## src/rtl/gate_sweep_ctrl.sv

```systemverilog
//==============================================================================
// gate_sweep_ctrl : exhaustive truth-table sweep of an N-input, 1-output gate
// Revision 1.0 - initial release
//==============================================================================
`default_nettype none

module gate_sweep_ctrl #(
   parameter int                   N_IN   = 4,
   parameter int                   SETTLE = 2,
   parameter logic [(1<<N_IN)-1:0] EXPECT = 16'h8000
) (
   input  logic            clk,
   input  logic            rst_n,
   input  logic            start,
   output logic [N_IN-1:0] vec,
   input  logic            dut_s,
   output logic            busy,
   output logic            done,
   output logic            pass,
   output logic [N_IN:0]   err_count,
   output logic            fail_vld,
   output logic [N_IN-1:0] fail_idx
);

   localparam int            WW        = (SETTLE > 1) ? $clog2(SETTLE) : 1;
   localparam logic [WW-1:0] LAST_WAIT = WW'(SETTLE - 1);

   typedef enum logic [1:0] {
      IDLE   = 2'd0,
      APPLY  = 2'd1,
      SAMPLE = 2'd2,
      DONE   = 2'd3
   } state_t;

   state_t          state;
   state_t          state_nxt;
   logic [N_IN-1:0] idx;
   logic [WW-1:0]   wait_cnt;
   logic            pass_r;
   logic            last_idx;
   logic            mismatch;

   assign last_idx = &idx;
   assign mismatch = (dut_s != EXPECT[idx]);

   always_ff @(posedge clk or negedge rst_n) begin
      if (!rst_n) begin
         state <= IDLE;
      end else begin
         state <= state_nxt;
      end
   end

   always_comb begin
      state_nxt = state;
      case (state)
         IDLE:    if (start) state_nxt = APPLY;
         APPLY:   if (wait_cnt == LAST_WAIT) state_nxt = SAMPLE;
         SAMPLE:  state_nxt = last_idx ? DONE : APPLY;
         DONE:    state_nxt = IDLE;
         default: state_nxt = IDLE;
      endcase
   end

   always_ff @(posedge clk or negedge rst_n) begin
      if (!rst_n) begin
         idx       <= '0;
         wait_cnt  <= '0;
         err_count <= '0;
         fail_vld  <= 1'b0;
         fail_idx  <= '0;
         pass_r    <= 1'b0;
      end else begin
         case (state)
            IDLE: begin
               if (start) begin
                  idx       <= '0;
                  wait_cnt  <= '0;
                  err_count <= '0;
                  fail_vld  <= 1'b0;
                  fail_idx  <= '0;
                  pass_r    <= 1'b0;
               end
            end
            APPLY: begin
               wait_cnt <= wait_cnt + WW'(1);
            end
            SAMPLE: begin
               if (mismatch) begin
                  err_count <= err_count + (N_IN+1)'(1);
                  if (!fail_vld) begin
                     fail_idx <= idx;
                     fail_vld <= 1'b1;
                  end
               end
               // idx stops on the last vector so vec can hold it through DONE
               if (!last_idx) begin
                  idx <= idx + N_IN'(1);
               end
               wait_cnt <= '0;
            end
            DONE: begin
               pass_r <= (err_count == '0);
            end
            default: ;
         endcase
      end
   end

   assign busy = (state != IDLE);
   assign done = (state == DONE);
   assign vec  = (state == IDLE) ? '0 : idx;
   // verdict is already visible during the DONE cycle, then held by pass_r
   assign pass = (state == DONE) ? (err_count == '0) : pass_r;

endmodule

`default_nettype wire

```

## config.mk

```make
export PLATFORM = sky130hd
export DESIGN_NAME = gate_sweep_ctrl
export DESIGN_NICKNAME = d
export VERILOG_FILES = /design/src/rtl/gate_sweep_ctrl.sv
export SDC_FILE = /design/constraint.sdc
export NUM_CORES = 1
export LEC_CHECK = 0
export ABC_AREA = 0
export CAP_MARGIN = 20
export CORE_MARGIN = 4
export CORE_UTILIZATION = 40
export CTS_BUF_LIST = sky130_fd_sc_hd__clkbuf_2
export DETAILED_ROUTE_END_ITERATION = 16
export HOLD_SLACK_MARGIN = 0.05
export PLACE_DENSITY = 0.62
export SLEW_MARGIN = 30
export SYNTH_ARGS = -nofsm -noshare
export SYNTH_HDL_FRONTEND = slang
export SYNTH_SLANG_ARGS = --single-unit
export TNS_END_PERCENT = 20
```

## constraint.sdc

```tcl
create_clock -name clk -period 2 [get_ports clk]
set_clock_uncertainty 0.1 [all_clocks]
set_input_delay 0.3 -clock clk [delete_from_list [all_inputs] [get_ports clk]]
set_output_delay 0.3 -clock clk [all_outputs]
set_load 0.05 [all_outputs]
```

# Word-level counts from Yosys, hierarchy flattened
# Memories as Yosys holds them, arrays and structs flattened.
# Index checks and enable logic that the tools add are counted.
op_classes:
  n_mul: 0
  reduce_logical: 13
  div_mod_pow: 0
  n_bitwise: 0
  n_eq_ne: 9
  shifts: 0
  add_sub_neg: 3
  mux: 21
  order_cmp: 1
ops:
  columns: ["cell", "count"]
  rows:
  - ["$mux W4", 5]
  - ["$pmux W4 S2", 2]
  - ["$mux W5", 2]
  - ["$ne A2 B2 Y1 const B", 5]
  - ["$pmux W5 S2", 1]
  - ["$pmux W2 S4", 1]
  - ["$reduce_and A4 Y1", 2]
  - ["$mux W2", 3]
  - ["$reduce_and A2 Y1", 3]
  - ["$reduce_and A3 Y1", 2]
  - ["$reduce_bool A2 Y1", 3]
  - ["$add A5 B1 Y5 const B", 1]
  - ["$logic_not A5 Y1", 1]
  - ["$lt A4 B5 Y1 const B", 1]
  - ["$add A4 B1 Y4 const B", 1]
  - ["$eq A2 B2 Y1 const B", 2]
  - ["$mux W1", 4]
  - ["$pmux W1 S2", 2]
  - ["$pmux W1 S3", 1]
  - ["$reduce_bool A3 Y1", 1]
  - ["$eq A2 B1 Y1 const B", 1]
  - ["$logic_not A2 Y1", 1]
  - ["$add A1 B1 Y1 const B", 1]
  - ["$ne A1 B1 Y1", 1]
word_totals:
  mem_count: 1
  latch_bits: 0
  input_bits: 4
  register_bits: 18
  mem_bits_ro: 16
  output_inout_bits: 17
  elab_cells: 55
  ram_bits: 0
mem_list:
  columns: ["name", "words", "word_bits", "rd", "rd_clocked_by_memory_dff", "write_ports", "line_no", "rtl"]
  rows:
  - ["(name not given)", 16, 1, 1, 0, 0, "44", "assign mismatch = (dut_s != EXPECT[idx]);"]

# Longest topological paths before layout
logic_depth:
  ltp_word: 5
  mapped_depth: 6
  depth_no_buf: 5

# Least setup slack after synthesis
# OpenSTA, ideal clock, no wires.
synth_path:
  kind: "register to output"
  start: "reg err_count[0]"
  end: "out pass"
  path_buffers: 0
  t_arrival_ns: 1.502
  slack_ns: 0.098
  required_time_ns: 1.600
  path_stages_with_launch: 5
  cell_sequence: "dfrtp_1 > inv_1 > ha_1 > nor4b_1 > mux2_4"
synth_between:
  elab_chain_cells: 2
synth_rtl:
  columns: ["item", "line_no", "rtl"]
  rows:
  - ["from (decl)", "20", "output logic [N_IN:0] err_count,"]
  - ["from (signal assigned)", "90", "err_count <= err_count + (N_IN+1)'(1);"]
  - ["$logic_not A5 Y1", "114", "assign pass = (state == DONE) ? (err_count == '0) : pass_r;"]
  - ["$mux W1", "114", null]
  - ["to (decl)", "19", "output logic pass,"]
# Every way passes these cells.

# Worst setup path in the final report
# Ends and elaborated chain as after synthesis.

==> flow_metrics.tcl <==
set metrics [dict create \
    top_usage_layer "met2" \
    tightest_slew_ns 0.510 \
    grt_max_degree 19 \
    critPathCaptureType "primary output" \
    synth_edf_count 0 \
    drt-total-wl_um 2540 \
    rr_endpoint "err_count[3]" \
    drv_slew 0 \
    post-route-util 0.568 \
    cp_top_family "flip-flops" \
    drc 0 \
    yosysWarningCount 0 \
    period_minus_slack_ns 1.94 \
    port_buffers 20 \
    peakVddDrop_mv 0.833 \
    layout.nets 141 \
    grt_use_met1 0.214 \
    critPathLaunchType "register" \
    synth_area_leaders "dfrtp_1 41%, o211ai_1 5.5%, ha_1 4.6%" \
    cts.path.max_buffers 2 \
    yosysMostFrequentCell "dfrtp_1" \
    outcome "finished clean" \
    rows 18 \
    arrival_ns 1.54 \
    path_depth 5 \
    reg2reg_slack_ns 0.15 \
    antenna_found_initial 0 \
    finalCritPeriodShare 0.970 \
    fmax_ghz 0.516 \
    vias_per_cell 5.78 \
    slowest_delay_ns 0.44 \
    cts-root-buf "clkbuf_2" \
    numCtsBuffers 3 \
    hold_violations 0 \
    vias 936 \
    area_growth_pct 32.9 \
    timing.rr.start "idx[0]" \
    final_antenna_net_count 0 \
    worst_slack_ns 0.0603 \
    yosysSeqAreaShare 0.414 \
    drive_gt1_frac 0.242 \
    dpl_worst_slack_ns 0.180 \
    p_leak_nw 0.750 \
    min_path_type "in2async" \
    synth_area_um2 1090 \
    ys.flop_type "dfrtp_1" \
    h-tree-depth 1 \
    async_flop_share 1.00 \
    synthDistinctLibCells 38 \
    postCtsHoldBufs 0 \
    die_h_um 60.1 \
    diodes 0 \
    grt_pass1_vias 928 \
    relSlewSlack 0.660 \
    dieArea_um2 3620 \
    syn-instance-count 108 \
    io_pins 21 \
    synth_common_cells "18 x dfrtp_1, 10 x inv_1, 10 x nand3_1" \
    rsz0062_at_grt "yes" \
    grt-ovfl-total 0 \
    routedWlPerCell_um 15.7 \
    cpMaxStageDelayCell "dfrtp_1" \
    hpwl_um 1880 \
    avgSynthCellArea_um2 10.1 \
    synth_nets 116 \
    clock_sinks 18 \
    first_pass_iters 4 \
    fillerInstances 219 \
    cap_violations 0 \
    clock_latency_ns 0.31 \
    grt_pass1_wl_um 4470 \
    gp_congestion 0.784 \
    coreArea_um2 2540 \
    use_met2 0.262 \
    start_util 0.427 \
    holdWs_ns 0.181 \
    synth_top_area_cell "dfrtp_1" \
    worst-r2r-cell-count 5 \
    path_max_fanout 4 \
    power_density_nw_per_um2 1290 \
    cp_num_buf_inv 2 \
    dr.first_iter.drc_count 30 \
    synth_seq_cells 18 \
    worstPathCellList "inv_2 > ha_4 > nor4b_4 > mux2_4 > buf_12" \
    power_mw 1.87 \
    setup_viol 0 \
    synth_top_cell_area_share 0.414 \
    met3_usage 0.0346 \
    cp-endpoint "pass" \
    track_usage 0.165 \
    critical_path_class "reg2out" \
    path_clk_slew_ns 0.18 \
    crit_start "err_count[0]" \
    cts_tree "done" \
    dieWidth_um 60.1 \
    crit_required_ns 1.60 \
]
==> worst reg2reg max path, cell delays in order (launching register included) <==
cell and delay [ns]:
dfrtp_1 0.48, ha_1 0.20, ha_1 0.23, nand3b_1 0.26, a31oi_4 0.36, o211ai_1 0.11
==> timing repair <==
item	CTS	global route
setup endpoints to repair	6	6
pin swaps	0	1
resized for setup	9	6
buffers inserted	1	1
==> cell usage in the layout (no fill, tap or decap), types with 2 or more instances in the layout <==
cell type        Yosys  routed
buf_12               0       7
nand3_1             10      10
o21ai_0              7       7
dfrtp_1             18      17
inv_2                0       2
o22ai_1              2       2
and2_1               3       3
dlygate4sd2_1        0       3
dlymetal6s2s_1       0       5
nor2b_1              4       4
ha_1                 4       3
o211ai_1             8       8
clkbuf_2             0       3
and4b_1              2       2
clkdlybuf4s50_1      0       3
inv_1               10       8
nand4_1              4       4
nand2_1              5       5
buf_4                2       6
nand2b_1             2       2
mux2i_1              3       3
o21ai_1              2       2
==> cells by family after synthesis <==
kind of cell,count (synthesis),share of synthesized area
buffers and inverters,14,0.0633
adder cells (fa/ha/maj),4,0.0460
AO/OA/AOI/OAI,28,0.203
multiplexers,4,0.0414
XOR/XNOR,1,0.00806
flip-flops,18,0.414
AND/OR/NAND/NOR,39,0.224
==> state kept, by name (all words and copies together), names as in the netlist <==
name       count
err_count      5
fail_vld       1
wait_cnt       1
pass_r         1
fail_idx       4
idx            4
state          2
==> cell type report <==
class,instances,area [µm²],area share
Clock buffer,3,15.0,0.0104
Clock inverter,1,3.75,0.00260
Inverter,10,37.5,0.0260
Multi-Input combinational cell,76,596,0.412
Sequential cell,18,452,0.313
Tap cell,30,37.5,0.0260
Timing Repair Buffer,24,304,0.210
==> per-layer routing <==
metal,routed length [µm],up-vias
met1,1170,463
met5,0,-
li1,-,440
met2,1200,24
met3,101,9
met4,70,0
==> metrics by stage <==
| step | instances | cell area [µm²] | setup TNS [ns] |
|---|---|---|---|
| after floorplan | 108 | 1090 | 0 |
| after global routing | 162 | 1450 | -0.0590 |
| final | 162 | 1450 | 0 |
| after CTS | 161 | 1420 | -0.00208 |
| after global placement | 156 | 1370 | 0 |
| after detailed placement | 156 | 1370 | 0 |
==> how the worst min path moves through the flow <==
| stage | cells past startpoint | endpoint | slack [ns] |
|---|---|---|---|
| 6_report | 2 | wait_cnt | 0.18 |
| 5_1_grt | 2 | wait_cnt | 0.16 |
| 4_1_cts | 2 | wait_cnt | 0.18 |
| 3_5_place_dp | 1 | state[0] | 0.42 |
| 3_3_place_gp | 2 | fail_idx[0] | 0.42 |
| 2_1_floorplan | 0 | err_count[0] | -0.1 |
==> where the power goes <==
group          switching (mW)  total [mW]  internal, mW
sequential              0.166       0.622         0.457
combinational           0.611        1.08         0.471
clock                   0.121       0.164        0.0435
total                   0.897        1.87         0.972
No activity file was read; power rests on OpenSTA's default activity.
